### config.mk
export PLATFORM = sky130hd
export DESIGN_NAME = pipeline_ctrl
export DESIGN_NICKNAME = d
export VERILOG_FILES = /design/src/rtl/pipeline_ctrl.sv
export SDC_FILE = /design/constraint.sdc
export NUM_CORES = 1
export LEC_CHECK = 0
export CAP_MARGIN = 20
export CORE_ASPECT_RATIO = 0.75
export CORE_MARGIN = 2
export CORE_UTILIZATION = 31
export DETAILED_ROUTE_END_ITERATION = 7
export MAX_ROUTING_LAYER = met4
export PLACE_DENSITY = 0.63
export SKIP_LAST_GASP = 1
export SLEW_MARGIN = 40
export SYNTH_ARGS = -nofsm -noshare
export SYNTH_HDL_FRONTEND = slang
export SYNTH_SLANG_ARGS = --single-unit
### constraint.sdc
create_clock -name clk_PCTRL -period 2.4 [get_ports clk_PCTRL]
set_input_delay 0.36 -clock clk_PCTRL [delete_from_list [all_inputs] [get_ports clk_PCTRL]]
set_output_delay 0.36 -clock clk_PCTRL [all_outputs]
set_load 0.01 [all_outputs]
### src/rtl/pipeline_ctrl.sv
// pipeline_ctrl
// Sequencing controller for the 5-stage MIPS core (no forwarding).
// Owns the PC load enable, the IF/ID load enable and the flushes of the
// three pipeline registers BF0..BF2. Stalls fetch on RAW hazards against
// EX/MEM/WB, squashes the wrong path when a branch/jump resolves in MEM,
// sequences HALT / RUN / STEP and keeps saturating stall/flush counters.
//
// Ports
//   clk_PCTRL, rst_PCTRL        clock, asynchronous active-high reset
//   run_en, halt_req            level controls (halt_req has priority)
//   step_req, step_count        one-cycle pulse plus fetch count for STEP
//   id_rs, id_rt                sources of the instruction in ID
//   ex/mem/wb_rd, *_regwrite    destinations and RegWrite of later stages
//   branch_taken, jump_taken    redirect requests resolved in MEM
//   pc_we, bf0_we               PC / IF-ID load enables (combinational)
//   bf0/1/2_flush               zero the stage on the next edge (comb.)
//   pc_sel_redirect             PC loads the branch/jump target (comb.)
//   halted, state, step_left    registered sequencing state
//   stall_cnt, flush_cnt        registered saturating event counters
module pipeline_ctrl #(
    parameter int REG_W  = 5,
    parameter int STEP_W = 8,
    parameter int CNT_W  = 16
) (
    input  logic              clk_PCTRL,
    input  logic              rst_PCTRL,
    input  logic              run_en,
    input  logic              halt_req,
    input  logic              step_req,
    input  logic [STEP_W-1:0] step_count,
    input  logic [REG_W-1:0]  id_rs,
    input  logic [REG_W-1:0]  id_rt,
    input  logic [REG_W-1:0]  ex_rd,
    input  logic [REG_W-1:0]  mem_rd,
    input  logic [REG_W-1:0]  wb_rd,
    input  logic              ex_regwrite,
    input  logic              mem_regwrite,
    input  logic              wb_regwrite,
    input  logic              branch_taken,
    input  logic              jump_taken,
    output logic              pc_we,
    output logic              bf0_we,
    output logic              bf0_flush,
    output logic              bf1_flush,
    output logic              bf2_flush,
    output logic              pc_sel_redirect,
    output logic              halted,
    output logic [1:0]        state,
    output logic [STEP_W-1:0] step_left,
    output logic [CNT_W-1:0]  stall_cnt,
    output logic [CNT_W-1:0]  flush_cnt
);

    localparam logic [1:0] ST_HALT = 2'd0;
    localparam logic [1:0] ST_RUN  = 2'd1;
    localparam logic [1:0] ST_STEP = 2'd2;

    localparam logic [STEP_W-1:0] STEP_ONE = {{(STEP_W-1){1'b0}}, 1'b1};
    localparam logic [CNT_W-1:0]  CNT_ONE  = {{(CNT_W-1){1'b0}}, 1'b1};
    localparam logic [CNT_W-1:0]  CNT_MAX  = {CNT_W{1'b1}};

    logic [1:0]        state_q, state_d;
    logic              halted_q, halted_d;
    logic [STEP_W-1:0] step_left_q, step_left_d;
    logic [CNT_W-1:0]  stall_cnt_q, stall_cnt_d;
    logic [CNT_W-1:0]  flush_cnt_q, flush_cnt_d;

    logic rs_hit, rt_hit, hazard, redirect, active, advance, stall_ev;

    // Register 0 is hard-wired zero, so it never creates a dependency.
    always_comb begin
        rs_hit = (id_rs != '0) &&
                 ((ex_regwrite  && (ex_rd  == id_rs)) ||
                  (mem_regwrite && (mem_rd == id_rs)) ||
                  (wb_regwrite  && (wb_rd  == id_rs)));
        rt_hit = (id_rt != '0) &&
                 ((ex_regwrite  && (ex_rd  == id_rt)) ||
                  (mem_regwrite && (mem_rd == id_rt)) ||
                  (wb_regwrite  && (wb_rd  == id_rt)));
    end

    assign hazard   = rs_hit | rt_hit;
    assign redirect = branch_taken | jump_taken;
    assign active   = (state_q != ST_HALT);
    // Redirect wins over a stall: the stalled instruction is wrong-path anyway.
    assign advance  = active && !redirect && !hazard;
    assign stall_ev = active && !redirect && hazard;

    // Pipeline gating. Stalls and HALT both hold PC/IF-ID and inject a
    // bubble into ID/EX; the older stages keep flowing so producers drain.
    always_comb begin
        pc_we           = 1'b0;
        bf0_we          = 1'b0;
        bf0_flush       = 1'b0;
        bf1_flush       = 1'b0;
        bf2_flush       = 1'b0;
        pc_sel_redirect = 1'b0;
        if (rst_PCTRL) begin
            bf0_flush = 1'b1;
            bf1_flush = 1'b1;
            bf2_flush = 1'b1;
        end else if (redirect) begin
            pc_we           = 1'b1;
            bf0_we          = 1'b1;
            pc_sel_redirect = 1'b1;
            bf0_flush       = 1'b1;
            bf1_flush       = 1'b1;
            bf2_flush       = 1'b1;
        end else if (!active || hazard) begin
            bf1_flush = 1'b1;
        end else begin
            pc_we  = 1'b1;
            bf0_we = 1'b1;
        end
    end

    // Sequencing. Transitions land on the edge after the request, so the
    // cycle carrying halt_req still behaves as its current state.
    always_comb begin
        state_d     = state_q;
        step_left_d = step_left_q;
        case (state_q)
            ST_HALT: begin
                if (!halt_req) begin
                    if (run_en) begin
                        state_d = ST_RUN;
                    end else if (step_req && (step_count != '0)) begin
                        state_d     = ST_STEP;
                        step_left_d = step_count;
                    end
                end
            end
            ST_RUN: begin
                if (halt_req) state_d = ST_HALT;
            end
            ST_STEP: begin
                // Only real fetches consume the budget; stalls and
                // redirect cycles do not.
                if (halt_req) begin
                    state_d     = ST_HALT;
                    step_left_d = '0;
                end else if (advance) begin
                    if (step_left_q == STEP_ONE) begin
                        state_d     = ST_HALT;
                        step_left_d = '0;
                    end else begin
                        step_left_d = step_left_q - STEP_ONE;
                    end
                end
            end
            default: begin
                state_d     = ST_HALT;
                step_left_d = '0;
            end
        endcase
        halted_d = (state_d == ST_HALT);
    end

    always_comb begin
        stall_cnt_d = stall_cnt_q;
        flush_cnt_d = flush_cnt_q;
        if (stall_ev && (stall_cnt_q != CNT_MAX)) stall_cnt_d = stall_cnt_q + CNT_ONE;
        if (redirect && (flush_cnt_q != CNT_MAX)) flush_cnt_d = flush_cnt_q + CNT_ONE;
    end

    always_ff @(posedge clk_PCTRL or posedge rst_PCTRL) begin
        if (rst_PCTRL) begin
            state_q     <= ST_HALT;
            halted_q    <= 1'b1;
            step_left_q <= '0;
            stall_cnt_q <= '0;
            flush_cnt_q <= '0;
        end else begin
            state_q     <= state_d;
            halted_q    <= halted_d;
            step_left_q <= step_left_d;
            stall_cnt_q <= stall_cnt_d;
            flush_cnt_q <= flush_cnt_d;
        end
    end

    assign state     = state_q;
    assign halted    = halted_q;
    assign step_left = step_left_q;
    assign stall_cnt = stall_cnt_q;
    assign flush_cnt = flush_cnt_q;

endmodule

; ---- Word level (Yosys, flattened, before mapping)
; Cells that the tools add are included.
[classes]
eq_ne = 15
n_bitwise = 3
n_reduce_logical = 29
mux = 24
add_sub_neg = 3
[op_table]
columns = op, count
row1 = 8-bit two-way mux, 6
row2 = "16-bit by 1-bit adder with 16-bit output, second input constant", 2
row3 = "16-bit inequality test, second input constant", 2
row4 = 5-bit == test, 6
row5 = 8-bit one-hot mux with 3 select lines, 1
row6 = 1-bit logical AND, 14
row7 = 2-bit two-way mux, 7
row8 = 5-bit nonzero test, 2
row9 = 1-bit two-way mux, 9
row10 = "8-bit by 1-bit == test with 1-bit output, second input constant", 1
row11 = 8-bit nonzero test, 1
row12 = "8-bit by 1-bit subtractor with 8-bit output, second input constant", 1
row13 = "2-bit inequality test, second input constant", 3
row14 = 2-bit one-hot mux with 3 select lines, 1
row15 = 1-bit logical OR, 5
row16 = 5-bit AND reduction, 1
row17 = 2-bit zero test, 2
row18 = 1-bit zero test, 3
row19 = "3-bit inequality test, second input constant", 1
row20 = "2-bit by 1-bit == test with 1-bit output, second input constant", 1
row21 = "2-bit == test, second input constant", 1
row22 = 1-bit OR, 2
row23 = 2-bit nonzero test, 1
row24 = 1-bit inverter, 1
[word_totals]
output_inout_bits = 49
wordCells = 79
input_bits = 43
ff_bits = 43

; ---- Logic depth before layout (Yosys ltp)
; Gate-level depths: netlist of run 1.
[depth]
word_depth = 12
ltp_mapped = 9

; ---- Worst setup path after synthesis of run 1
; No wires, ideal clock.
[synth_timing]
path_type = in2out
start = input id_rt[1]
end = output bf1_flush
path_buffers = 1
required_ns = 2.040
cell_stages = 6
arrival_time_ns = 2.111
setup_slack_ns = -0.071
cell_sequence = or4_1 > o211ai_1 > o22ai_1 > buf_6 > or2_2 > or4_1
[synth_via]
elab_chain_cells = 10
word_cells_on_any_way = 15
cone_classes = 3 x eq/ne / 3 x mux / 1 x bitwise / 8 x reduce/logical
[synth_rtl]
columns = element, line
row1 = "start, declared", 32  ; input logic [REG_W-1:0] id_rt,
row2 = 5-bit == test (on tied branches), "77, 78"
row3 = 1-bit logical AND (on tied branches), "77, 78"
row4 = 1-bit logical OR, 77  ; ((ex_regwrite && (ex_rd == id_rt)) ||
row5 = 1-bit logical OR, 78  ; (mem_regwrite && (mem_rd == id_rt)) ||
row6 = 1-bit logical AND *, 76  ; rt_hit = (id_rt != '0) &&
row7 = 1-bit OR *, 82  ; assign hazard = rs_hit | rt_hit;
row8 = 1-bit logical OR *, 109  ; end else if (!active || hazard) begin
row9 = 1-bit two-way mux *, 109
row10 = 1-bit two-way mux *, 102  ; end else if (redirect) begin
row11 = 1-bit two-way mux *, 98  ; if (rst_PCTRL) begin
row12 = "end, declared", 44  ; output logic bf1_flush,
; Mark *: on every way between the ends. The rest lies on a longest branch, timed or not.

; ---- Final worst setup path of run 1
[layout_timing]
start = input id_rt[4]
end = output bf1_flush
; The elaborated chain is that of the path after synthesis.

==> results.sh, run 1 <==
export IMPL_status="complete, but fails checks"
export IMPL_violations="negative setup slack"
export IMPL_fin_crit_ps=2570
export IMPL_ys_ff_latch=43
export IMPL_hold_viol=0
export IMPL_worst_path_max_delay_cell="or4_4"
export IMPL_crit_top_cell="or4_4"
export IMPL_place_congestion=0.887
export IMPL_instances_no_fill=523
export IMPL_ios=92
export IMPL_wl_per_cell_um=15.8
export IMPL_dp_cells=514
export IMPL_cp_start_kind="primary input"
export IMPL_cts_buffers=5
export IMPL_synth_cells=293
export IMPL_syn2layout_area_growth_pct=51.9
export IMPL_maxSlewViolCount=0
export IMPL_worstHoldStart="flush_cnt[8]"
export IMPL_root_buffer="clkbuf_16"
export IMPL_coreArea_sq_mm=0.00853
export IMPL_antennaDiodeCount=0
export IMPL_firstDrtPassIters=4
export IMPL_final_util_pct=48.8
export IMPL_synth_most_common_cell="dfrtp_1"
export IMPL_cap_viol_max_count=0
export IMPL_crit_start="id_rt[4]"
export IMPL_syn_avg_cell_area_sq_um=9.35
export IMPL_synth_top_area_share_pct=38.4
export IMPL_timing_setup_tns_ps=-174
export IMPL_yosysTopAreaCell="dfrtp_1"
export IMPL_crit_path_max_fanout=3
export IMPL_synth_nets=340
export IMPL_cp_arrival_ps=2210
export IMPL_async_flop_share_pct=100
export IMPL_fin_crit_sh_pct=107
export IMPL_synth_edf_count=0
export IMPL_synth_common_cells="dfrtp_1, xnor2_1, xor2_1, nand2_1, nor2_1"
export IMPL_first_iter_violations=183
export IMPL_worst_setup_path_type="in -> out"
export IMPL_ir_drop_mv=0.417
export IMPL_place_ws_ps=-894
export IMPL_place_hpwl_um=6520
export IMPL_detail_route_wirelength_um=8240
export IMPL_max_freq_mhz=389
export IMPL_die_area_sq_mm=0.00961
export IMPL_nets=461
export IMPL_endpoint_kind="output pin"
export IMPL_synthFlopType="dfrtp_1"
export IMPL_cp_required_ps=2040
export IMPL_insertion_delay_ps=280
export IMPL_rsz0062_at_grt="true"
export IMPL_cts_buffer_depth=2
export IMPL_clock_skew_ps=8.21
export IMPL_synth_area_sq_mm=0.00274
export IMPL_cts_sinks=43
export IMPL_port_buffers=91
export IMPL_first_global_vias=2644
export IMPL_worst_hold_slack_ps=494
export IMPL_initial_core_util_pct=32.1
export IMPL_yosysSeqAreaShare_pct=39.3
export IMPL_setup_violations=1
export IMPL_crit_chain="clkdlybuf4s15_2 -> or4_4 -> o211ai_1 -> o22ai_2 -> or2_4 -> or4_4 -> buf_6"
export IMPL_hold_class="reg -> reg"
export IMPL_antenna_found_initial=0
export IMPL_die_y_um=85.4
export IMPL_synth_cell_types=42
export IMPL_num_rows=29
export IMPL_route_detailed_drc=0
export IMPL_slowest_delay_ps=480
export IMPL_fp_dieW_um=113
export IMPL_vias_per_cell=5.19
export IMPL_cts_tree="built"
export IMPL_final_layout_size_suffix_gt1_share_pct=17.1
export IMPL_max_slew_margin_pct=58.3
export IMPL_grt_overflow_total=0
export IMPL_grt_pass1_wl_um=13400
export IMPL_worst_slew_pin_slew_ps=623
export IMPL_htreeDepth=2
export IMPL_clk_pin_slew_ps=50
export IMPL_ant_nets=0
export IMPL_grt_use_total_pct=17.6
export IMPL_synthTopCellsByArea="dfrtp_1, xnor2_1, xor2_1"
export IMPL_vias=2716
export IMPL_regToRegStartpoint="flush_cnt[4]"
export IMPL_yosysWarnings=0
export IMPL_worst_slack_ps=-174
export IMPL_p_leak_nw=1.68
export IMPL_grt_max_degree=44
export IMPL_power_density_mw_per_mm2=730
## worst paths after layout
check | slack [ps] | cells past startpoint | end
max | -170 | 7 | bf1_flush
min | 490 | 1 | flush_cnt[8]
max reg2reg | 310 | 6 | flush_cnt[15]
min reg2reg | 490 | 1 | flush_cnt[8]
max in group asynchronous | 1340 | 3 | step_left[3]
min in group asynchronous | 670 | 3 | flush_cnt[14]
## worst max-delay path, delay by kind of cell
family                 cells  cell delay [ps]
AO/OA/AOI/OAI              2              350
buffers and inverters      2              340
AND/OR/NAND/NOR            3             1160
## power breakdown
group,switching [mW],internal [mW],leakage [nW]
clock network,0.260,0.492,0.0781
logic,0.567,0.632,1.03
registers,0.212,0.878,0.569
total,1.04,2.00,1.68
## kinds of logic (layout without fill, tap and decap cells)
| group | after synthesis | after routing | synth area share (%) |
|---|---|---|---|
| AOI/OAI and AO/OA | 48 | 48 | 12.3 |
| xor gates and xnor gates | 60 | 60 | 19.2 |
| adders and majority gates | 4 | 4 | 1.83 |
| buffers and inverters | 20 | 142 | 3.61 |
| DFF | 43 | 43 | 39.3 |
| muxes | 4 | 4 | 1.55 |
| and+or+nand+nor | 114 | 114 | 22.2 |
## what timing repair did
| item | 4_1_cts | 5_1_grt |
|---|---|---|
| gates resized for setup | 62 | 5 |
| pin swaps | 13 | 6 |
| hold buffers | 0 | 0 |
| setup buffers | 0 | 1 |
| gates cloned | 0 | 0 |
| setup endpoints to repair | 12 | 11 |
## metrics by stage
| step | power [mW] | cell area [sq um] |
|---|---|---|
| 6_report | 3.04 | 4160 |
| 5_1_grt | 3.23 | 4160 |
| 4_1_cts | 3.05 | 4150 |
| 3_5_place_dp | 2.29 | 3980 |
| 3_3_place_gp | 2.27 | 3980 |
| 2_1_floorplan | 1.64 | 2750 |
## final cells by class
type                            instances  area (sq um)
Inverter                               10          41.3
Fill cell                             817          4360
Sequential cell                        43          1080
Timing Repair Buffer                  124          1120
Clock inverter                          1          30.0
Multi-Input combinational cell        230          1620
Clock buffer                            7           133
Tap cell                              108           135
## layout by cell type, fill, tap and decap left out, types with 12 or more instances in the layout
cell / Yosys / final
clkdlybuf4s50_1: 0 / 68
nor2_1: 20 / 20
nand2_1: 20 / 20
xnor2_1: 37 / 37
o21ai_0: 16 / 16
dfrtp_1: 42 / 42
buf_4: 2 / 30
nand3_1: 14 / 14
nor3_1: 13 / 13
xor2_1: 23 / 23
dlygate4sd2_1: 0 / 12
## state kept, by name (all words and copies together) (netlist names)
name,count
flush_cnt,16
step_left,8
halted,1
state,2
stall_cnt,16
## routing by layer
| layer | global-route usage (%) | up-vias | routed length [um] |
|---|---|---|---|
| li1 | - | 1304 | - |
| met1 | 24.9 | 1304 | 3970 |
| met2 | 26.8 | 104 | 3710 |
| met3 | 3.71 | 4 | 543 |
| met4 | 2.11 | 0 | 27 |
| met5 | - | - | 0 |
Power figures use the tool's default switching activity.
==> run 2, diff against run 1 <==
- CTS_BUF_LIST: default -> sky130_fd_sc_hd__clkbuf_4 sky130_fd_sc_hd__clkbuf_8 sky130_fd_sc_hd__clkbuf_16
- PLACE_DENSITY: 0.63 -> 0.61
- clock period: 2.4 -> 2.9 ns (I/O delays scaled with it)
==> run 2 against run 1 <==
  * Critical path type unchanged
  * Setup slack improved by 210 ps
  * Flip-flop and latch count unchanged
  * Die area unchanged
  * Clock power decreased by 21%
  * The flow now finishes without violations
  * Utilization decreased by 1.0 points
  * Routed wire length decreased by 2.4%
  * Combinational power decreased by 20%
  * Final cell count decreased by 1.7%
==> results.sh, run 2 (synthesis results as in run 1) <==
export IMPL_insertion_delay_ps=280
export IMPL_fill_cells=827
export IMPL_place_hpwl_um=6320
export IMPL_cp_required_ps=2470
export IMPL_final_layout_size_suffix_gt1_share_pct=11.3
export IMPL_syn2layout_area_growth_pct=48.8
export IMPL_clock_skew_ps=6.35
export IMPL_p_leak_nw=1.68
export IMPL_nets=452
export IMPL_ios=92
export IMPL_worst_setup_path_type="in -> out"
export IMPL_route_detailed_drc=0
export IMPL_firstDrtPassIters=4
export IMPL_vias_per_cell=5.16
export IMPL_grt_max_degree=44
export IMPL_cts_tree="built"
export IMPL_worst_slew_pin_slew_ps=624
export IMPL_root_buffer="clkbuf_16"
export IMPL_wl_per_cell_um=15.7
export IMPL_coreArea_sq_mm=0.00853
export IMPL_antenna_found_initial=0
export IMPL_die_area_sq_mm=0.00961
export IMPL_holdBufCountCts=0
export IMPL_grt_pass1_wl_um=13400
export IMPL_first_global_vias=2627
export IMPL_final_util_pct=47.8
export IMPL_maxSlewViolCount=0
export IMPL_cap_viol_max_count=0
export IMPL_fp_dieW_um=113
export IMPL_place_ws_ps=-557
export IMPL_fin_crit_sh_pct=98.6
export IMPL_grt_overflow_total=0
export IMPL_cp_start_kind="primary input"
export IMPL_ir_drop_mv=0.336
export IMPL_hold_viol=0
export IMPL_clk_pin_slew_ps=60
export IMPL_htreeDepth=2
export IMPL_cts_buffers=5
export IMPL_cts_sinks=43
export IMPL_worst_slack_ps=40.3
export IMPL_max_slew_margin_pct=58.2
export IMPL_fin_crit_ps=2860
export IMPL_die_y_um=85.4
export IMPL_num_rows=29
export IMPL_setup_violations=0
export IMPL_hold_class="reg -> reg"
export IMPL_cp_arrival_ps=2420
export IMPL_mostFrequentLayoutCells="clkdlybuf4s50_1, dfrtp_1, xnor2_1"
export IMPL_antennaDiodeCount=0
export IMPL_place_congestion=0.912
export IMPL_grt_use_total_pct=17.7
export IMPL_port_buffers=91
export IMPL_dp_cells=505
export IMPL_vias=2654
export IMPL_final_common_cell="clkdlybuf4s50_1"
export IMPL_first_iter_violations=124
export IMPL_power_density_mw_per_mm2=602
export IMPL_instances_no_fill=514
export IMPL_max_freq_mhz=350
export IMPL_cts_buffer_depth=2
export IMPL_endpoint_kind="output pin"
export IMPL_ant_nets=0
export IMPL_status="finished, final reports clean"
export IMPL_detail_route_wirelength_um=8050
export IMPL_rsz0062_at_grt="false"
export IMPL_crit_path_max_fanout=2
export IMPL_initial_core_util_pct=32.1
-- run 2: changes by cell type in the layout (fill, tap and decap cells not counted), sizes merged --
cell | previous run | this run
clkinv | 0 | 1
buf | 41 | 25
clkdlybuf4s15 | 1 | 0
clkdlybuf4s50 | 68 | 70
clkbuf | 9 | 7
dlymetal6s2s | 0 | 8
bufinv | 1 | 0
-- run 2: area by class of cell --
type	count	area, sq um	share of cell area [%]
multi-input combinational	230	1580	38.7
tap	108	135	3.31
inverter	10	37.5	0.921
clock inverter	1	7.51	0.184
timing repair buffer	115	1090	26.8
clock buffer	7	153	3.74
sequential	43	1080	26.4
-- run 2: where the power goes --
group / switching, mW / internal, mW
clock network: 0.230 / 0.366
registers: 0.168 / 0.727
logic: 0.462 / 0.501
total: 0.860 / 1.59
-- run 2: repair_timing --
action,CTS,global route
setup endpoints to repair,3,1
pin swaps,10,10
buffers inserted,0,1
hold endpoints to repair,0,0
cloned,0,0
gates resized for setup,19,8
-- run 2: path summary, 6_finish.rpt --
| path | from | endpoint | slack, ps | cells past startpoint |
|---|---|---|---|---|
| max | ex_rd[2] | bf1_flush | 40 | 8 |
| min | flush_cnt[14] | flush_cnt[14] | 490 | 1 |
| max reg2reg | stall_cnt[2] | stall_cnt[1] | 860 | 6 |
| min reg2reg | flush_cnt[14] | flush_cnt[14] | 490 | 1 |
| max in group asynchronous | rst_PCTRL | halted | 1820 | 3 |
| min in group asynchronous | rst_PCTRL | flush_cnt[10] | 700 | 3 |
-- run 2: routing by layer --
metal | up-vias | share of wire, % | GRT usage, %
met2 | 82 | 45 | 26.0
met1 | 1281 | 49 | 25.5
met5 | - | 0 | -
met3 | 5 | 5.1 | 3.43
met4 | 0 | 0.60 | 3.22
li1 | 1286 | - | -
-- run 2: per-stage QoR --
| stage | TNS (ps) | hold WS (ps) | area [sq um] | power (mW) |
|---|---|---|---|---|
| floorplan | 0 | 515 | 2740 | 1.36 |
| global placement | -1270 | 477 | 3900 | 1.86 |
| detailed placement | -1480 | 492 | 3900 | 1.87 |
| CTS | 0 | 499 | 4050 | 2.47 |
| global route | 0 | 511 | 4080 | 2.63 |
| finish | 0 | 486 | 4080 | 2.45 |
-- run 2: critical path, stage by stage --
cell and delay [ps]:
clkdlybuf4s50_1 470, xnor2_1 150, and2_1 150, a32oi_1 200, o22ai_1 130, or2_4 280, or4_1 450, buf_2 150
